==> src/rtl/arb_pkg.sv <==
// Shared constants and state encoding for the 8-way grant arbiter.
package arb_pkg;
    localparam int ARB_N    = 8;
    localparam int ARB_ID_W = 3;

    typedef enum logic {
        IDLE  = 1'b0,
        GRANT = 1'b1
    } arb_state_t;
endpackage

==> src/rtl/grant_arbiter8_ps8.sv <==
// ps8: 8-input fixed-priority selector, bit 7 highest; output is one-hot or zero.
module ps8 (
    input  logic [7:0] req_i,
    output logic [7:0] gnt_o
);
    always_comb begin
        gnt_o = '0;
        // Ascending scan so the highest set index is the last one written.
        for (int i = 0; i < 8; i++) begin
            if (req_i[i]) begin
                gnt_o    = '0;
                gnt_o[i] = 1'b1;
            end
        end
    end
endmodule

==> src/rtl/grant_arbiter8.sv <==
// grant_arbiter8: non-preemptive 8-way arbiter with zero-bubble handover.
// Define GRANT_ARBITER8_RR_EN for round-robin priority; default is fixed priority (bit 7 highest).
module grant_arbiter8
    import arb_pkg::*;
(
    input  logic                clock,
    input  logic                reset_n,
    input  logic [ARB_N-1:0]    req,
    input  logic                en,
    input  logic                ack,
    output logic [ARB_N-1:0]    gnt,
    output logic [ARB_ID_W-1:0] gnt_id,
    output logic                busy,
    output logic                req_pending
);
    arb_state_t          state_q, state_d;
    logic [ARB_N-1:0]    gnt_q, gnt_d;
    logic [ARB_ID_W-1:0] gnt_id_q, gnt_id_d;
    logic [ARB_N-1:0]    masked_req, sel_req, sel_gnt, winner;
    logic                owner_req;

    function automatic logic [ARB_ID_W-1:0] onehot_to_id(input logic [ARB_N-1:0] oh);
        logic [ARB_ID_W-1:0] id;
        id = '0;
        for (int i = 0; i < ARB_N; i++) begin
            if (oh[i]) id = id | ARB_ID_W'(i);
        end
        return id;
    endfunction

    // The owner's bit is masked so a release always hands over to someone else.
    assign masked_req = req & ~gnt_q;
    assign owner_req  = |(req & gnt_q);

`ifdef GRANT_ARBITER8_RR_EN
    logic [ARB_ID_W-1:0] ptr_q, ptr_d;

    // Rotate right by ptr so index ptr-1 lands on bit 7, the selector's top priority.
    function automatic logic [ARB_N-1:0] rot_right(input logic [ARB_N-1:0] v,
                                                   input logic [ARB_ID_W-1:0] s);
        logic [ARB_N-1:0]    r;
        logic [ARB_ID_W-1:0] idx;
        for (int k = 0; k < ARB_N; k++) begin
            idx  = ARB_ID_W'(k) + s;
            r[k] = v[idx];
        end
        return r;
    endfunction

    function automatic logic [ARB_N-1:0] rot_left(input logic [ARB_N-1:0] v,
                                                  input logic [ARB_ID_W-1:0] s);
        logic [ARB_N-1:0]    r;
        logic [ARB_ID_W-1:0] idx;
        for (int k = 0; k < ARB_N; k++) begin
            idx    = ARB_ID_W'(k) + s;
            r[idx] = v[k];
        end
        return r;
    endfunction

    assign sel_req = rot_right(masked_req, ptr_q);
    assign winner  = rot_left(sel_gnt, ptr_q);

    always_comb begin
        ptr_d = ptr_q;
        if (|gnt_d) ptr_d = gnt_id_d;
    end

    always_ff @(posedge clock or negedge reset_n) begin
        if (!reset_n) ptr_q <= '0;
        else          ptr_q <= ptr_d;
    end
`else
    assign sel_req = masked_req;
    assign winner  = sel_gnt;
`endif

    ps8 u_ps8 (
        .req_i (sel_req),
        .gnt_o (sel_gnt)
    );

    always_comb begin
        state_d = state_q;
        gnt_d   = gnt_q;
        case (state_q)
            IDLE: begin
                if (en && |req) begin
                    state_d = GRANT;
                    gnt_d   = winner;
                end else begin
                    gnt_d = '0;
                end
            end
            GRANT: begin
                // ack and a dropped owner request are the same single release.
                if (ack || !owner_req) begin
                    if (en && |masked_req) begin
                        gnt_d = winner;
                    end else begin
                        state_d = IDLE;
                        gnt_d   = '0;
                    end
                end
            end
            default: begin
                state_d = IDLE;
                gnt_d   = '0;
            end
        endcase
    end

    assign gnt_id_d = onehot_to_id(gnt_d);

    always_ff @(posedge clock or negedge reset_n) begin
        if (!reset_n) begin
            state_q  <= IDLE;
            gnt_q    <= '0;
            gnt_id_q <= '0;
        end else begin
            state_q  <= state_d;
            gnt_q    <= gnt_d;
            gnt_id_q <= gnt_id_d;
        end
    end

    assign gnt         = gnt_q;
    assign gnt_id      = gnt_id_q;
    assign busy        = (state_q == GRANT);
    assign req_pending = |masked_req;
endmodule

==> config.mk <==
export PLATFORM = sky130hd
export DESIGN_NAME = grant_arbiter8
export DESIGN_NICKNAME = d
export VERILOG_FILES = /design/src/rtl/arb_pkg.sv /design/src/rtl/grant_arbiter8_ps8.sv /design/src/rtl/grant_arbiter8.sv
export SDC_FILE = /design/constraint.sdc
export NUM_CORES = 1
export LEC_CHECK = 0
export CAP_MARGIN = 40
export CORE_UTILIZATION = 39
export CTS_BUF_LIST = sky130_fd_sc_hd__clkbuf_16
export DETAILED_ROUTE_END_ITERATION = 7
export GPL_TIMING_DRIVEN = 0
export PLACE_DENSITY = 0.74
export SYNTH_ARGS = -nofsm -noshare
export SYNTH_HDL_FRONTEND = slang
export SYNTH_HIERARCHICAL = 1
export SYNTH_SLANG_ARGS = --single-unit
==> constraint.sdc <==
create_clock -name clock -period 1.75 [get_ports clock]
set_clock_uncertainty 0.05 [all_clocks]
set_input_delay 0.2625 -clock clock [delete_from_list [all_inputs] [get_ports clock]]
set_output_delay 0.2625 -clock clock [all_outputs]
set_load 0.02 [all_outputs]
== Word level (Yosys, flattened, before mapping) ==
Index checks and enable logic that the tools add are counted.
Storage, ports and cells
  flip-flop bits (word level): 12
  output and inout bits: 13
  input port bits: 12
  word-level logic and storage cells: 39
Cells by class
  multiplexer cells: 23
  reduce and logical (&&, ||, !) cells: 7
  bitwise logic cells: 4
  equal/unequal tests: 1
Operators by type and width (number)
  $mux 8: 4
  $reduce_or 8->1: 3
  $and 8x8->8: 2
  $pmux 8 s2: 1
  $mux 3: 5
  $not 8->8: 1
  $mux 7: 1
  $mux 2: 3
  $mux 6: 1
  $mux 1: 5
  $mux 5: 1
  $mux 4: 1
  $logic_and 1x1->1: 2
  $ne 2x1->1 const B: 1
  $pmux 1 s2: 1
  $logic_not 1->1: 1
  $logic_or 1x1->1: 1
  $not 1->1: 1

== Logic depth before layout (Yosys ltp) ==
Gate-level depths: netlist of run 1.
  depth in word-level cells: 20
  depth in mapped cells: 6
  mapped depth without buffers: 5

== Modules after synthesis ==
Netlist of run 1, hierarchy kept.
Modules (own cells, without submodules)
  grant_arbiter8: times used 1, seq. area each 300.3 um^2, cells each 61, area an instance 634.4 um^2
  ps8: times used 1, seq. area each 0.0 um^2, cells each 10, area an instance 80.1 um^2

== Least setup slack after synthesis of run 1 ==
OpenSTA, ideal clock, no wires.
  kind: register -> register
  start: register gnt_q[5] (netlist: gnt[5])
  end: register gnt_q[5] (netlist: gnt[5])
  period minus slack after synthesis: 1793 ps
  path buffers: 1
  arrival: 1623 ps
  library setup time: 121 ps
  required time: 1579 ps
  cell stages (with the launch flop): 7
  setup slack: -43 ps
  path through: dfrtp_1 and2b_4 nor4_4 a211oi_1 or2_1 buf_6 a22o_1
Between the ends
  cells in the longest elaborated chain, start to end: 8
  elaborated cells between the ends (all ways): 15
  those cells by class: mux: 7; bitwise: 3; reduce/logical: 5
RTL lines
  from (decl): RTL line grant_arbiter8.sv:17  | logic [ARB_N-1:0] gnt_q, gnt_d;
  from (signal assigned): RTL line grant_arbiter8.sv:122  | gnt_q <= gnt_d;
  $not 8->8 *: RTL line grant_arbiter8.sv:32  | assign masked_req = req & ~gnt_q;
  $and 8x8->8 *: RTL line grant_arbiter8.sv:32
  net masked_req[5]: RTL line grant_arbiter8.sv:19  | logic [ARB_N-1:0] masked_req, sel_req, sel_gnt, winner;
  $mux 6: RTL line grant_arbiter8_ps8.sv:10  | if (req_i[i]) begin
  $mux 7: RTL line grant_arbiter8_ps8.sv:10
  $mux 8: RTL line grant_arbiter8_ps8.sv:10
  $mux 8: RTL line grant_arbiter8.sv:98  | if (en && |masked_req) begin
  $mux 8: RTL line grant_arbiter8.sv:97  | if (ack || !owner_req) begin
  $pmux 8 s2 *: RTL line grant_arbiter8.sv:86  | case (state_q)
  net gnt_d[5]: RTL line grant_arbiter8.sv:17
Mark *: on every way through the listed nets, which the timed path passes. The rest lies on a longest branch. The select of a mux whose other input is x is not followed.
A chain may end at the register's enable or synchronous reset.

== Final worst setup path of run 1 ==
  start: register gnt_q[7] (netlist: gnt[7])
  end: register gnt_q[6] (netlist: gnt[6])
Between the ends
  cells in the longest elaborated chain, start to end: 7
  elaborated cells between the ends (all ways): 13
  those cells by class: mux: 5; bitwise: 3; reduce/logical: 5
RTL lines (RTL line)
  $not 8->8 *: grant_arbiter8.sv:32
  $and 8x8->8 *: grant_arbiter8.sv:32
  net masked_req[7]: grant_arbiter8.sv:19
  $reduce_or 8->1: grant_arbiter8.sv:98
  $logic_and 1x1->1: grant_arbiter8.sv:98
  $mux 8: grant_arbiter8.sv:98
  $mux 8: grant_arbiter8.sv:97
  $pmux 8 s2 *: grant_arbiter8.sv:86
  net gnt_d[6]: grant_arbiter8.sv:17
Marked as above.

==> results of run 1 <==
[path summary, 6_finish.rpt]
path                                       to  cells after the start              from  slack [ns]
hold / removal             gnt[0]$_DFFE_PN0P_                      1           reset_n        0.32
hold reg to reg              gnt[5]$_DFF_PN0_                      1  gnt[5]$_DFF_PN0_        0.54
min in group clock           gnt[5]$_DFF_PN0_                      1  gnt[5]$_DFF_PN0_        0.54
setup reg to reg             gnt[6]$_DFF_PN0_                      6  gnt[7]$_DFF_PN0_        0.07
setup / recovery             gnt[6]$_DFF_PN0_                      6  gnt[7]$_DFF_PN0_        0.07
max in group asynchronous    gnt[5]$_DFF_PN0_                      1           reset_n        0.95
[placed cells by master, fill, tap and decap left out, types with 2 or more instances in the layout]
| cell | instances |
|---|---|
| nand2_1 | 6 |
| clkdlybuf4s50_1 | 15 |
| nor4_1 | 8 |
| a22oi_1 | 4 |
| dlymetal6s2s_1 | 2 |
| a22o_1 | 7 |
| o22ai_1 | 3 |
| buf_4 | 6 |
| dfrtp_2 | 7 |
| nor2_1 | 2 |
| dfrtp_1 | 5 |
| clkbuf_16 | 3 |
| nor2b_4 | 7 |
| nor4_4 | 3 |
| dlygate4sd2_1 | 6 |
[cell type report]
cell class	instances	area, um2	area share
clock inverter	1	3.75	0.00316
tap	25	31.3	0.0263
clock buffer	3	75.1	0.0632
multi-input combinational	56	480	0.404
buffer	2	18.8	0.0158
timing repair buffer	29	270	0.227
sequential	12	309	0.260
[per-layer routing]
metal	up-vias	GRT usage	wire length [um]
li1	345	-	-
met1	368	0.336	962
met2	34	0.421	1160
met3	2	0.0360	127
met4	0	0.109	24
met5	-	0	0
[cell families after synthesis]
kind of cell,count (synthesis)
AND/OR/NAND/NOR,37
AO/OA/AOI/OAI,19
flip-flops,12
buffers and inverters,3
[metrics by stage]
step	utilization	TNS, ns	cell area, um2
after floorplan	-	0	718
after global placement	0.573	-4.49	990
after detailed placement	0.573	-4.67	990
after CTS	0.659	0	1140
after global routing	0.688	-0.00968	1190
final	0.688	0	1190
[critical path, cell delays in order (launching register included)]
cell and delay [ns]:
dfrtp_2 0.45, nor2b_4 0.09, nor4_4 0.29, a211oi_2 0.11
or2_1 0.25, buf_6 0.14, a22o_1 0.19
[timing repair]
item	in CTS	in global routing
endpoints found under the hold margin	0	0
buffers inserted	2	3
setup endpoints to repair	11	12
resized for setup	26	10
pin swaps	3	2
[flip-flops by register name (all words and copies together), names as in the netlist]
register  flops
gnt           8
gnt_id        3
busy          1
[power by group through the flow]
stage | clock, mW | sequential (mW) | combinational, mW
2_1_floorplan | 0 | 0.398 | 0.154
3_3_place_gp | 0 | 0.356 | 0.342
3_5_place_dp | 0 | 0.357 | 0.348
4_1_cts | 0.427 | 0.360 | 0.377
5_1_grt | 0.438 | 0.365 | 0.428
6_report | 0.417 | 0.361 | 0.398
==> results.cfg, run 1 <==
[die]
start_util = 0.414
die_area_um2 = 2010
chipHeight_um = 44.8
core.rowCount = 15
die_w_um = 44.8
num_io_pins = 25
core_um2 = 1730

[synthesis]
synth_seq_cells = 12
synth.distinct_cells = 28
yosysWarnings = 6
syn_avg_cell_area_um2 = 10.1
yosys.area.top_type = dfrtp_1
syn_nets = 83
synthTopCellsByArea = dfrtp_1 42%, a22o_1 8.6%, nor4_1 7.9%
yosysSeqAreaShare = 0.420
synth-xor-area-share = 0
synth_top_family_by_area = simple AND/OR/NAND/NOR gates
netlist_instances = 71
synth_ff_type = dfrtp_1
synth_compound_area_frac = 0.200
synth_edf_count = 0
synth_most_common_cell = dfrtp_1
yosys.area_share.simple = 0.349
synth_top_area_share = 0.420
syn_area_um2 = 714
synth_fa_ha_area_frac = 0
synth_common_cells = 12 x dfrtp_1, 9 x nor4_1, 8 x nor2b_1
synthMuxAreaShare = 0
async_flop_share = 1.00

[routing]
drc = 0
ant_nets = 0
wl_per_cell_um = 17.8
first_pass_iters = 4
viasPerCell = 5.85
wl_um = 2280
vias = 749
drt_iter0_markers = 22

[cells_and_area]
finalNetCount = 116
drive_gt1_frac = 0.320
layout.cells.non_filler = 128
antenna_cells = 0
fill_cells = 132
area_growth_pct = 66.4

[cts]
clk_pin_slew_ns = 0.04
htree_levels = 1
cts_buffers = 3
clockBufferDepth = 2
clk_latency_ns = 0.24
postCtsHoldBufs = 0
clock-sinks = 12
cts_tree = built
clockRootBuffer = clkbuf_16

[placement]
io_buffer_count = 24
hpwlAfterDp_um = 1420
post-place-ws_ns = -0.544
place.gp.congestion = 0.919
dp.cells = 120

[power_and_ir_drop]
ir_drop_uv = 558
switching_share = 0.309
cellInternalPower_mw = 0.813
seq_power_share = 0.306
totalPowerFinal_mw = 1.18
p_switching_mw = 0.364
power.density_nw_per_um2 = 990
static-leakage-power_nw = 0.506
p_clk_frac = 0.355
comb_power_share = 0.339

[timing]
fmaxAchievable_ghz = 0.594
slew_viol_final = 0
holdWs_ns = 0.324
period_share = 0.961
setup_slack_ns = 0.0677
worst_pin_slew_ns = 0.545
slew_headroom = 0.632
rsz0062_at_grt = yes
period_minus_slack_ns = 1.68
final_hold_viol_count = 0
setup_viol = 0

[worst_setup_path]
critPathArrivalTime_ns = 1.75
startpoint_type = register
required_ns = 1.82
path_class = reg -> reg
path_max_fanout = 7
end_kind = register

[grt]
grt_max_degree = 13
grt_pass1_vias = 699
grt_pass1_wl_um = 3570
overflow = 0
antenna_found_initial = 0
grtUsageTotal = 0.256

[hold_path]
worstHoldPathType = in -> async

[flow_run]
maxCapViolations = 0

[outcome]
status = complete, no violations
(Power assumes the default switching activity.)
==> run 2: changes to the inputs <==
--- a/config.mk
+++ b/config.mk
@@ -5,7 +5,7 @@
 export SDC_FILE = /design/constraint.sdc
 export NUM_CORES = 1
 export LEC_CHECK = 0
-export CAP_MARGIN = 40
+export CAP_MARGIN = 20
 export CORE_UTILIZATION = 39
 export CTS_BUF_LIST = sky130_fd_sc_hd__clkbuf_16
 export DETAILED_ROUTE_END_ITERATION = 7
==> results of run 2 <==
No change in the layout: final DEF, timing and power equal those of run 1.
